==> src/rtl/execute_hazard_ctrl_pkg.sv <==
// exe_ctrl_pkg: shared types and constants for the Execute-stage hazard
// controller.
//   fwd_sel_t      - operand forward select (RF / Writeback / Memory)
//   md_state_t     - mul/div sequencer state
//   RESULT_SRC_MEM - ResultSrc encoding for loads (data memory)
//   is_load()      - true when a ResultSrc value selects data memory
package exe_ctrl_pkg;

  typedef enum logic [1:0] {
    FWD_RF = 2'b00,
    FWD_W  = 2'b01,
    FWD_M  = 2'b10
  } fwd_sel_t;

  typedef enum logic {
    IDLE = 1'b0,
    BUSY = 1'b1
  } md_state_t;

  localparam logic [1:0] RESULT_SRC_MEM = 2'b01;
  localparam int unsigned CNT_W = 4;

  function automatic logic is_load(input logic [1:0] result_src);
    return result_src == RESULT_SRC_MEM;
  endfunction

endpackage

==> src/rtl/execute_hazard_ctrl_if.sv <==
// execute_hazard_ctrl_if: bundle of pipeline-side hazard inputs and the
// controller's forward/stall/flush outputs.
//   master - pipeline datapath (drives register ids and stage controls)
//   slave  - hazard controller (drives forward selects, stalls, flushes)
interface execute_hazard_ctrl_if;
  logic [4:0] Rs1D;
  logic [4:0] Rs2D;
  logic [4:0] Rs1E;
  logic [4:0] Rs2E;
  logic [4:0] RdE;
  logic [4:0] RdM;
  logic [4:0] RdW;
  logic       RegWriteM;
  logic       RegWriteW;
  logic [1:0] ResultSrcE;
  logic       PCSrcE;
  logic       MulDivE;
  logic [1:0] ForwardAE;
  logic [1:0] ForwardBE;
  logic       StallF;
  logic       StallD;
  logic       StallE;
  logic       FlushD;
  logic       FlushE;
  logic       FlushM;
  logic       MulDivDoneE;

  modport master (
    output Rs1D, Rs2D, Rs1E, Rs2E, RdE, RdM, RdW,
    output RegWriteM, RegWriteW, ResultSrcE, PCSrcE, MulDivE,
    input  ForwardAE, ForwardBE, StallF, StallD, StallE,
    input  FlushD, FlushE, FlushM, MulDivDoneE
  );

  modport slave (
    input  Rs1D, Rs2D, Rs1E, Rs2E, RdE, RdM, RdW,
    input  RegWriteM, RegWriteW, ResultSrcE, PCSrcE, MulDivE,
    output ForwardAE, ForwardBE, StallF, StallD, StallE,
    output FlushD, FlushE, FlushM, MulDivDoneE
  );
endinterface

==> src/rtl/execute_hazard_ctrl_forward_sel.sv <==
// forward_sel: combinational forward select for one Execute operand.
//   rs        - source register of the operand in Execute
//   rdm/rdw   - destination registers in Memory / Writeback
//   regwritem/regwritew - those stages write the register file
//   sel       - FWD_M, FWD_W or FWD_RF; Memory wins over Writeback,
//               x0 is never forwarded
module forward_sel
  import exe_ctrl_pkg::*;
(
  input  logic [4:0] rs,
  input  logic [4:0] rdm,
  input  logic [4:0] rdw,
  input  logic       regwritem,
  input  logic       regwritew,
  output fwd_sel_t   sel
);

  always_comb begin
    sel = FWD_RF;
    if (regwritem && (rdm != 5'd0) && (rdm == rs)) begin
      sel = FWD_M;
    end else if (regwritew && (rdw != 5'd0) && (rdw == rs)) begin
      sel = FWD_W;
    end
  end

endmodule

==> src/rtl/execute_hazard_ctrl.sv <==
// execute_hazard_ctrl: Execute-stage hazard and sequencing controller.
//   clk, reset - single clock, synchronous active-high reset
//   hz (slave) - register ids / stage controls in; ForwardAE/BE,
//                StallF/D/E, FlushD/E/M and MulDivDoneE out
// A mul/div occupies Execute for MULDIV_LAT cycles (1..16). While it runs,
// Execute is held and bubbles are inserted into Memory.
module execute_hazard_ctrl
  import exe_ctrl_pkg::*;
#(
  parameter int unsigned MULDIV_LAT = 4
) (
  input  logic                 clk,
  input  logic                 reset,
  execute_hazard_ctrl_if.slave hz
);

  localparam bit MULTI = (MULDIV_LAT > 1);
  localparam logic [CNT_W-1:0] CNT_LOAD =
    MULTI ? CNT_W'(MULDIV_LAT - 2) : '0;

  md_state_t        state, state_next;
  logic [CNT_W-1:0] cnt, cnt_next;
  fwd_sel_t         fwd_a, fwd_b;
  logic             lw_stall;
  logic             md_last;
  logic             md_stall;

  forward_sel u_fwd_a (
    .rs        (hz.Rs1E),
    .rdm       (hz.RdM),
    .rdw       (hz.RdW),
    .regwritem (hz.RegWriteM),
    .regwritew (hz.RegWriteW),
    .sel       (fwd_a)
  );

  forward_sel u_fwd_b (
    .rs        (hz.Rs2E),
    .rdm       (hz.RdM),
    .rdw       (hz.RdW),
    .regwritem (hz.RegWriteM),
    .regwritew (hz.RegWriteW),
    .sel       (fwd_b)
  );

  always_ff @(posedge clk) begin
    if (reset) begin
      state <= IDLE;
      cnt   <= '0;
    end else begin
      state <= state_next;
      cnt   <= cnt_next;
    end
  end

  // The first cycle of an op is spent in IDLE, so BUSY counts the remaining
  // MULDIV_LAT-1 cycles down from MULDIV_LAT-2 to 0.
  always_comb begin
    state_next = state;
    cnt_next   = cnt;
    unique case (state)
      IDLE: begin
        if (hz.MulDivE && MULTI) begin
          state_next = BUSY;
          cnt_next   = CNT_LOAD;
        end
      end
      BUSY: begin
        if (cnt != '0) begin
          cnt_next = cnt - 1'b1;
        end else begin
          state_next = IDLE;
        end
      end
      default: begin
        state_next = IDLE;
        cnt_next   = '0;
      end
    endcase
  end

  always_comb begin
    md_last  = (state == BUSY) && (cnt == '0);
    md_stall = hz.MulDivE && MULTI && !md_last;
    lw_stall = is_load(hz.ResultSrcE) && (hz.RdE != 5'd0) &&
               ((hz.RdE == hz.Rs1D) || (hz.RdE == hz.Rs2D));
  end

  assign hz.ForwardAE   = fwd_a;
  assign hz.ForwardBE   = fwd_b;
  assign hz.StallF      = lw_stall || md_stall;
  assign hz.StallD      = lw_stall || md_stall;
  assign hz.StallE      = md_stall;
  assign hz.FlushM      = md_stall;
  assign hz.FlushD      = hz.PCSrcE;
  // A held Execute instruction must not be wiped by a Decode load-use bubble.
  assign hz.FlushE      = hz.PCSrcE || (lw_stall && !md_stall);
  assign hz.MulDivDoneE = md_last || (hz.MulDivE && !MULTI);

endmodule
==> src/flat_wrapper.sv <==
// flat-port wrapper written by rule: the top's interface ports become plain ports
module execute_hazard_ctrl_flat import exe_ctrl_pkg::*;
#(
  parameter int unsigned MULDIV_LAT = 4
)
  (clk, reset, hz_Rs1D, hz_Rs2D, hz_Rs1E, hz_Rs2E, hz_RdE, hz_RdM, hz_RdW, hz_RegWriteM, hz_RegWriteW, hz_ResultSrcE, hz_PCSrcE, hz_MulDivE, hz_ForwardAE, hz_ForwardBE, hz_StallF, hz_StallD, hz_StallE, hz_FlushD, hz_FlushE, hz_FlushM, hz_MulDivDoneE);
  execute_hazard_ctrl_if hz_i ();
  input  logic clk;
  input  logic reset;
  input wire logic [$bits(hz_i.Rs1D)-1:0] hz_Rs1D;
  input wire logic [$bits(hz_i.Rs2D)-1:0] hz_Rs2D;
  input wire logic [$bits(hz_i.Rs1E)-1:0] hz_Rs1E;
  input wire logic [$bits(hz_i.Rs2E)-1:0] hz_Rs2E;
  input wire logic [$bits(hz_i.RdE)-1:0] hz_RdE;
  input wire logic [$bits(hz_i.RdM)-1:0] hz_RdM;
  input wire logic [$bits(hz_i.RdW)-1:0] hz_RdW;
  input wire logic [$bits(hz_i.RegWriteM)-1:0] hz_RegWriteM;
  input wire logic [$bits(hz_i.RegWriteW)-1:0] hz_RegWriteW;
  input wire logic [$bits(hz_i.ResultSrcE)-1:0] hz_ResultSrcE;
  input wire logic [$bits(hz_i.PCSrcE)-1:0] hz_PCSrcE;
  input wire logic [$bits(hz_i.MulDivE)-1:0] hz_MulDivE;
  output wire logic [$bits(hz_i.ForwardAE)-1:0] hz_ForwardAE;
  output wire logic [$bits(hz_i.ForwardBE)-1:0] hz_ForwardBE;
  output wire logic [$bits(hz_i.StallF)-1:0] hz_StallF;
  output wire logic [$bits(hz_i.StallD)-1:0] hz_StallD;
  output wire logic [$bits(hz_i.StallE)-1:0] hz_StallE;
  output wire logic [$bits(hz_i.FlushD)-1:0] hz_FlushD;
  output wire logic [$bits(hz_i.FlushE)-1:0] hz_FlushE;
  output wire logic [$bits(hz_i.FlushM)-1:0] hz_FlushM;
  output wire logic [$bits(hz_i.MulDivDoneE)-1:0] hz_MulDivDoneE;
  assign hz_i.Rs1D = hz_Rs1D;
  assign hz_i.Rs2D = hz_Rs2D;
  assign hz_i.Rs1E = hz_Rs1E;
  assign hz_i.Rs2E = hz_Rs2E;
  assign hz_i.RdE = hz_RdE;
  assign hz_i.RdM = hz_RdM;
  assign hz_i.RdW = hz_RdW;
  assign hz_i.RegWriteM = hz_RegWriteM;
  assign hz_i.RegWriteW = hz_RegWriteW;
  assign hz_i.ResultSrcE = hz_ResultSrcE;
  assign hz_i.PCSrcE = hz_PCSrcE;
  assign hz_i.MulDivE = hz_MulDivE;
  assign hz_ForwardAE = hz_i.ForwardAE;
  assign hz_ForwardBE = hz_i.ForwardBE;
  assign hz_StallF = hz_i.StallF;
  assign hz_StallD = hz_i.StallD;
  assign hz_StallE = hz_i.StallE;
  assign hz_FlushD = hz_i.FlushD;
  assign hz_FlushE = hz_i.FlushE;
  assign hz_FlushM = hz_i.FlushM;
  assign hz_MulDivDoneE = hz_i.MulDivDoneE;
  execute_hazard_ctrl #(.MULDIV_LAT(MULDIV_LAT)) u_core (.clk(clk), .reset(reset), .hz(hz_i));
endmodule
==> config.mk <==
export PLATFORM = sky130hd
export DESIGN_NAME = execute_hazard_ctrl_flat
export DESIGN_NICKNAME = d
export VERILOG_FILES = /design/src/rtl/execute_hazard_ctrl_pkg.sv /design/src/rtl/execute_hazard_ctrl_if.sv /design/src/rtl/execute_hazard_ctrl_forward_sel.sv /design/src/rtl/execute_hazard_ctrl.sv /design/src/flat_wrapper.sv
export SDC_FILE = /design/constraint.sdc
export NUM_CORES = 1
export LEC_CHECK = 0
export ABC_CLOCK_PERIOD_IN_PS = 1860
export CAP_MARGIN = 20
export CORE_MARGIN = 3
export CORE_UTILIZATION = 24
export CTS_CLUSTER_SIZE = 16
export DETAILED_ROUTE_END_ITERATION = 12
export SLEW_MARGIN = 20
export SYNTH_ARGS = -nofsm -noshare
export SYNTH_HDL_FRONTEND = slang
export SYNTH_SLANG_ARGS = --single-unit
==> constraint.sdc <==
create_clock -name clk -period 1.86 [get_ports clk]
set_clock_uncertainty 0.05 [all_clocks]
set_input_delay 0.279 -clock clk [delete_from_list [all_inputs] [get_ports clk]]
set_output_delay 0.279 -clock clk [all_outputs]
set_load 0.01 [all_outputs]
==> impl_metrics.yaml <==
outcome:
  run_status: "finished, violations left"
  violated_checks: "setup timing"
clock_tree:
  cts_tree: "yes"
  ctsHoldBuffers: 0
  clock_sinks: 5
  cts-root-buf: "clkbuf_4"
  cts.path.max_buffers: 2
  clock_insertion_delay_worst_skew_ps: 240
  cts_buffers: 3
  clk_pin_slew_worst_paths_ps: 50
  htree_levels: 1
yosys:
  syn_avg_cell_area_um2: 8.27
  yosysWarnings: 0
  syn-num-nets: 126
  syn_area_um2: 678
  syn_inst: 82
  synth-seq-area-share_pct: 14.8
  synthDistinctLibCells: 28
  synth_seq_cells: 5
power_and_ir_drop:
  netSwitchingPower_uw: 200
  power.share.combinational_pct: 58.1
  share_of_total_power_consumed_by_net_switching_pct: 33.7
  powerDensity_nw_per_um2: 405
  intPower_uw: 394
  irDropWorstVdd_uv: 318
  power_frac_seq_pct: 20.8
  static-leakage-power_uw: 0.000653
  share_clk_of_total_power_pct: 21.1
sta:
  finalMaxSlewViolations: 0
  whs_ps: 538
  final_worst_slack_ps: -48.9
  timing.final.hold_violations: 0
  max_clock_freq_ghz: 0.524
  final_period_minus_worst_setup_slack_ps: 1910
  worst_slew_margin_rel_pct: 78.6
  setup_viol: 3
  fin_crit_sh_pct: 103
  grt_setup_unrepaired: "true"
  worst-slew-pin-transition_ps: 319
critical_path:
  worst-endpoint-required_ps: 1530
  regToRegStartpoint: "u_core.cnt[0]"
  r2r_cells: 6
  crit_path_end: "hz_ForwardBE[0]"
  worst_r2r_endpoint: "u_core.cnt[1]"
  worstPathMaxFanout: 2
  crit_path_start: "hz_Rs2E[4]"
  setup.worst_path.start_class: "primary input"
  critical_path_at_ps: 1580
  end_kind: "output pin"
  reg2reg_slack_ps: 180
  criticalPathCategory: "primary input to output pin"
job:
  max_cap_viol_count: 0
final_layout:
  layout_area_growth_over_synthesis_pct: 116
  finalNetCount: 205
  final_cells: 190
  ant_diodes: 0
  layout-drive-gt1-share_pct: 48.1
global_routing:
  grt_first_pass_wirelength_mm: 3.96
  grt_antenna_before_repair: 0
  global_route.usage.total_pct: 14.8
  grt_max_degree: 6
  grt_pass1_vias: 965
  grt_remaining_overflow: 0
detailed_routing:
  avgViaCountPerCell: 4.82
  drtAntennaViolNets: 0
  detailroute.via_count: 915
  avgRoutedWirePerCell_um: 13.3
  routed_wirelength_mm: 2.53
  detail_route.drc_violations: 0
  drt_iter0_markers: 10
  drt_pre_antenna_iters: 4
floorplan:
  die_w_um: 59.2
  initial_core_util_pct: 26.2
  placementRows: 18
  dieArea_um2: 3500
  pin_count: 54
  die_h_um: 59.2
  placeableCoreArea_um2: 2590
min_path:
  min_from: "u_core.cnt[1]"
  min_path_type: "flop to flop"
placed_design:
  routabilityCongestion: 0.913
  portBuffers: 53
  placed_cells_incl_taps: 185
  detailedPlacementHpwl_mm: 2.06
-- stage by stage --
step | util [%] | power [µW] | setup TNS [ps] | cell area [µm²] | setup WS (ps)
5_1_grt | 56.7 | 646 | -383 | 1470 | -129
3_3_place_gp | 54.0 | 452 | -4840 | 1400 | -818
6_report | 56.7 | 594 | -98.1 | 1470 | -48.9
2_1_floorplan | - | 245 | 0 | 681 | 68.6
3_5_place_dp | 54.0 | 457 | -4980 | 1400 | -822
4_1_cts | 55.5 | 586 | -95.1 | 1440 | -49.6
-- power by group through the flow --
stage	logic (µW)	registers (µW)	clock network (µW)
2_1_floorplan	119	126	0
3_3_place_gp	327	124	0
3_5_place_dp	332	124	0
4_1_cts	333	123	130
5_1_grt	378	125	143
6_report	345	124	125
-- cells in the final DEF (no fill, tap or decap), drive strengths merged, types with 2 or more instances in the layout --
master,n
xnor2,6
a21oi,2
xor2,24
clkbuf,7
nand3,2
dlygate4sd2,8
clkdlybuf4s50,17
clkdlybuf4s15,3
buf,45
inv,3
nor2b,4
o21ai,5
dfxtp,5
or4,5
nor3,2
nor2,5
nor4,5
-- repair_timing --
action	in CTS	in global routing
endpoints found under the setup margin	10	9
resized for setup	125	16
pin swaps	20	6
buffers inserted	1	0
-- registers in the layout, summed over array words and instances (netlist names) --
register,count
u_core.cnt,4
u_core.state,1
-- cell usage after synthesis --
| cell type | count | share of area, % |
|---|---|---|
| a21oi_1 | 2 | 1.5 |
| a221oi_1 | 1 | 1.3 |
| a22oi_1 | 1 | 1.1 |
| and4bb_2 | 1 | 1.8 |
| buf_4 | 3 | 3.3 |
| dfxtp_1 | 5 | 15 |
| ha_1 | 1 | 1.8 |
| inv_1 | 3 | 1.7 |
| mux2i_1 | 1 | 1.5 |
| nand2_1 | 1 | 0.55 |
| nand3_1 | 2 | 1.5 |
| nand4b_1 | 1 | 1.3 |
| nor2_1 | 5 | 2.8 |
| nor2b_1 | 4 | 3.7 |
| nor3_1 | 2 | 1.5 |
| nor4_1 | 3 | 2.8 |
| nor4_2 | 2 | 3.7 |
| o21ai_0 | 3 | 2.2 |
| o21ai_1 | 1 | 0.74 |
| o21ai_2 | 1 | 1.3 |
| o21bai_1 | 1 | 1.1 |
| o31a_1 | 1 | 1.3 |
| o31ai_1 | 1 | 1.1 |
| or2_2 | 1 | 0.92 |
| or4_1 | 4 | 4.4 |
| or4_4 | 1 | 1.7 |
| xnor2_1 | 6 | 7.7 |
| xor2_1 | 24 | 31 |
-- layer usage --
metal	share of wire (%)	vias up	GRT usage (%)
met3	14	0	5.23
met1	38	417	15.1
li1	-	445	-
met4	0	0	4.21
met5	0	-	0
met2	48	53	27.9
-- how the worst min path moves through the flow --
stage,endpoint,cells after the start
2_1_floorplan,u_core.cnt[2],1
3_3_place_gp,u_core.cnt[1],3
6_report,u_core.cnt[1],3
3_5_place_dp,u_core.cnt[1],3
4_1_cts,u_core.cnt[1],3
5_1_grt,u_core.cnt[3],3
-- layout make-up --
cell class | count | area [µm²]
Multi-Input combinational cell | 71 | 681
Clock buffer | 4 | 26.3
Fill cell | 260 | 1120
Timing Repair Buffer | 77 | 609
Sequential cell | 5 | 103
Inverter | 3 | 11.3
Tap cell | 30 | 37.5
-- worst max-delay path, stage by stage --
cell and delay, ps:
buf_2 150, xor2_1 150, or4_4 530, nor4_4 290, buf_2 180
-- kinds of logic after synthesis --
| family | synth area share [%] |
|---|---|
| AO/OA/AOI/OAI | 11.6 |
| XOR/XNOR | 38.7 |
| adder cells (fa/ha/maj) | 1.84 |
| buffers and inverters | 4.98 |
| flip-flops | 14.8 |
| multiplexers | 1.48 |
| AND/OR/NAND/NOR | 26.6 |
Note: power is estimated with default switching activity, not from simulation.
==> variant (same flow settings) <==
`CNT_W`: 4 -> 6.
--- a/src/rtl/execute_hazard_ctrl_pkg.sv
+++ b/src/rtl/execute_hazard_ctrl_pkg.sv
@@ -20,3 +20,3 @@
   localparam logic [1:0] RESULT_SRC_MEM = 2'b01;
-  localparam int unsigned CNT_W = 4;
+  localparam int unsigned CNT_W = 6;
 
Behaviour: no difference found for any inputs over 10 cycles, from zero or initial values and one cycle with reset high; that may be too few to reach the edited logic, so the function may still have changed.
==> variant against the unedited design <==
- the run still ends with setup timing left
- synthesized area rose by 15%
- routed wire length rose by 17%
- first-iteration DRC count fell by 30%
- cell area rose by 18%
- total power rose by 48%
- die area rose by 13%
- via count rose by 9.8%
- setup slack got worse by 31 ps
- cell count rose by 19%
- sequential cell count rose by 2
- largest power group unchanged
==> variant: results (changes against the unedited design) <==
| Metric | Value |
|---|---|
| Outcome | `finished with violations (unchanged)` |
| Failing checks | `setup timing (unchanged)` |
| Worst reg-to-reg path cell count | `5 (was 6)` |
| Vias in the first global route | `1102 (was 965)` |
| Vias/cell | `4.45 (was 4.82)` |
| RR Endpoint | `u_core.cnt[5]$_SDFFE_PP0P_ (was u_core.cnt[1]$_SDFFE_PP0P_)` |
| Port Buffers | `53 (unchanged)` |
| Crit path launch | `hz_RdM[4] (was hz_Rs2E[4])` |
| DPL Wire Length | `2360 um (was 2060 um)` |
| Synth area leaders | `xor2_1 (29%), dfxtp_1 (18%), xnor2_1 (6.8%) (was xor2_1 (31%), dfxtp_1 (15%), xnor2_1 (7.7%))` |
| Post-synthesis sequential area ratio | `18.0% (was 14.8%)` |
| Cell variety after synth | `25 (was 28)` |
| Hold Path Origin | `u_core.cnt[4]$_SDFFE_PP0P_ (was u_core.cnt[1]$_SDFFE_PP0P_)` |
| Commonest cells in the netlist | `xor2_1 (26), dfxtp_1 (7), o21ai_0 (7) (was xor2_1 (24), xnor2_1 (6), dfxtp_1 (5), nor2_1 (5))` |
| Worst Setup EP | `hz_ForwardAE[0] (was hz_ForwardBE[0])` |
| Mean Syn Cell Area | `8.02 um^2 (was 8.27 um^2)` |
| Async SR Flop Fraction | `0% (unchanged)` |
| Worst EP arrival | `1610 ps (was 1580 ps)` |
| Share of cells above drive strength 1 | `51.1% (was 48.1%)` |
| Drt pass-1 iters | `2 (was 4)` |
| Nets | `228 (was 205)` |
| Drt total wl | `2960 um (was 2530 um)` |
| N_diodes | `0 (unchanged)` |
| Worst path top cell family by delay | `simple AND/OR/NAND/NOR gates (unchanged)` |
| Leakage power | `0.782 nW (was 0.653 nW)` |
| Largest regs | `u_core.cnt x6, u_core.state x1 (was u_core.cnt x4, u_core.state x1)` |
| DR iter-0 viols | `7 (was 10)` |
| First-pass GRT wire length | `4730 um (was 3960 um)` |
| Max VDD drop | `0.396 mV (was 0.318 mV)` |
| Relative slew slack | `78.3% (was 78.6%)` |
| Syn nets | `142 (was 126)` |
| Hold path depth | `2 (was 3)` |
| Worst R2R Setup Slack | `30 ps (was 180 ps)` |
| Largest net degree at the start of global routing | `7 (was 6)` |
| Main synth FF type | `dfxtp_1 (unchanged)` |
| Finish-stage setup viols | `3 (unchanged)` |
| Clock root cell | `clkbuf_4 (unchanged)` |
| Final WS setup | `-80.4 ps (was -48.9 ps)` |
| Cell Count Post-Placement | `220 (was 185)` |
| Detailed-route via count | `1005 (was 915)` |
| Routability cong. | `0.833 (was 0.913)` |
| Reg2Reg Launch Point | `u_core.cnt[3]$_SDFFE_PP0P_ (was u_core.cnt[0]$_SDFFE_PP0P_)` |
| Worst Hold End | `u_core.cnt[4]$_SDFFE_PP0P_ (was u_core.cnt[1]$_SDFFE_PP0P_)` |
| CTS Buf Count | `3 (unchanged)` |
| Total GRT Usage | `14.8% (about the same)` |
variant: cells by family (layout without fill, tap and decap cells):
group,after synthesis,after routing,share of synthesized area (%)
fa+ha+maj,2,2,3.21
xor+xnor,32,32,36.0
compound gates,18,18,14.3
flops,7,7,18.0
simple gates,29,29,22.7
buf+inv,9,94,5.79
variant: report_power, final:
part / switching (mW) / total [mW] / internal (mW)
Combinational: 0.238 / 0.550 / 0.312
Sequential: 0.0137 / 0.190 / 0.176
Clock: 0.0583 / 0.137 / 0.0786
Total: 0.310 / 0.877 / 0.567
variant: layout make-up:
type                    instances  area, um^2
fillers                       288        1350
clock inverters                 1        5.00
clock buffers                   3        22.5
multi-input cells              81         774
flip-flops and latches          7         144
repair buffers                 84         707
well taps                      44        55.1
inverters                       6        25.0
variant: repair_timing:
item / CTS / global route
setup buffers: 1 / 1
pin swaps: 23 / 11
hold endpoints to repair: 0 / 0
endpoints found under the setup margin: 10 / 11
resized for setup: 121 / 31
variant: per-stage QoR:
| step | TNS (ps) | area [um^2] | hold slack (ps) | worst slack, ps |
|---|---|---|---|---|
| after floorplan | 0 | 791 | 298 | 44.2 |
| after global placement | -5100 | 1570 | 419 | -829 |
| after detailed placement | -5390 | 1570 | 445 | -933 |
| after CTS | -166 | 1600 | 453 | -59.1 |
| after global routing | -415 | 1730 | 491 | -115 |
| final | -156 | 1730 | 447 | -80.4 |
variant: worst reg2reg max path: cells and delay by family (launching register included):
family	cells	cell delay, ps
DFF	1	320
and+or+nand+nor	3	1150
buffers and inverters	1	130
AOI/OAI and AO/OA	1	120
variant: metal layers:
metal	vias to the layer above	global-route usage [%]	share of wire [%]
met2	15	30.0	61
met3	4	1.62	2.2
li1	512	-	-
met1	474	14.7	36
met5	-	0	0
met4	0	6.06	1.5
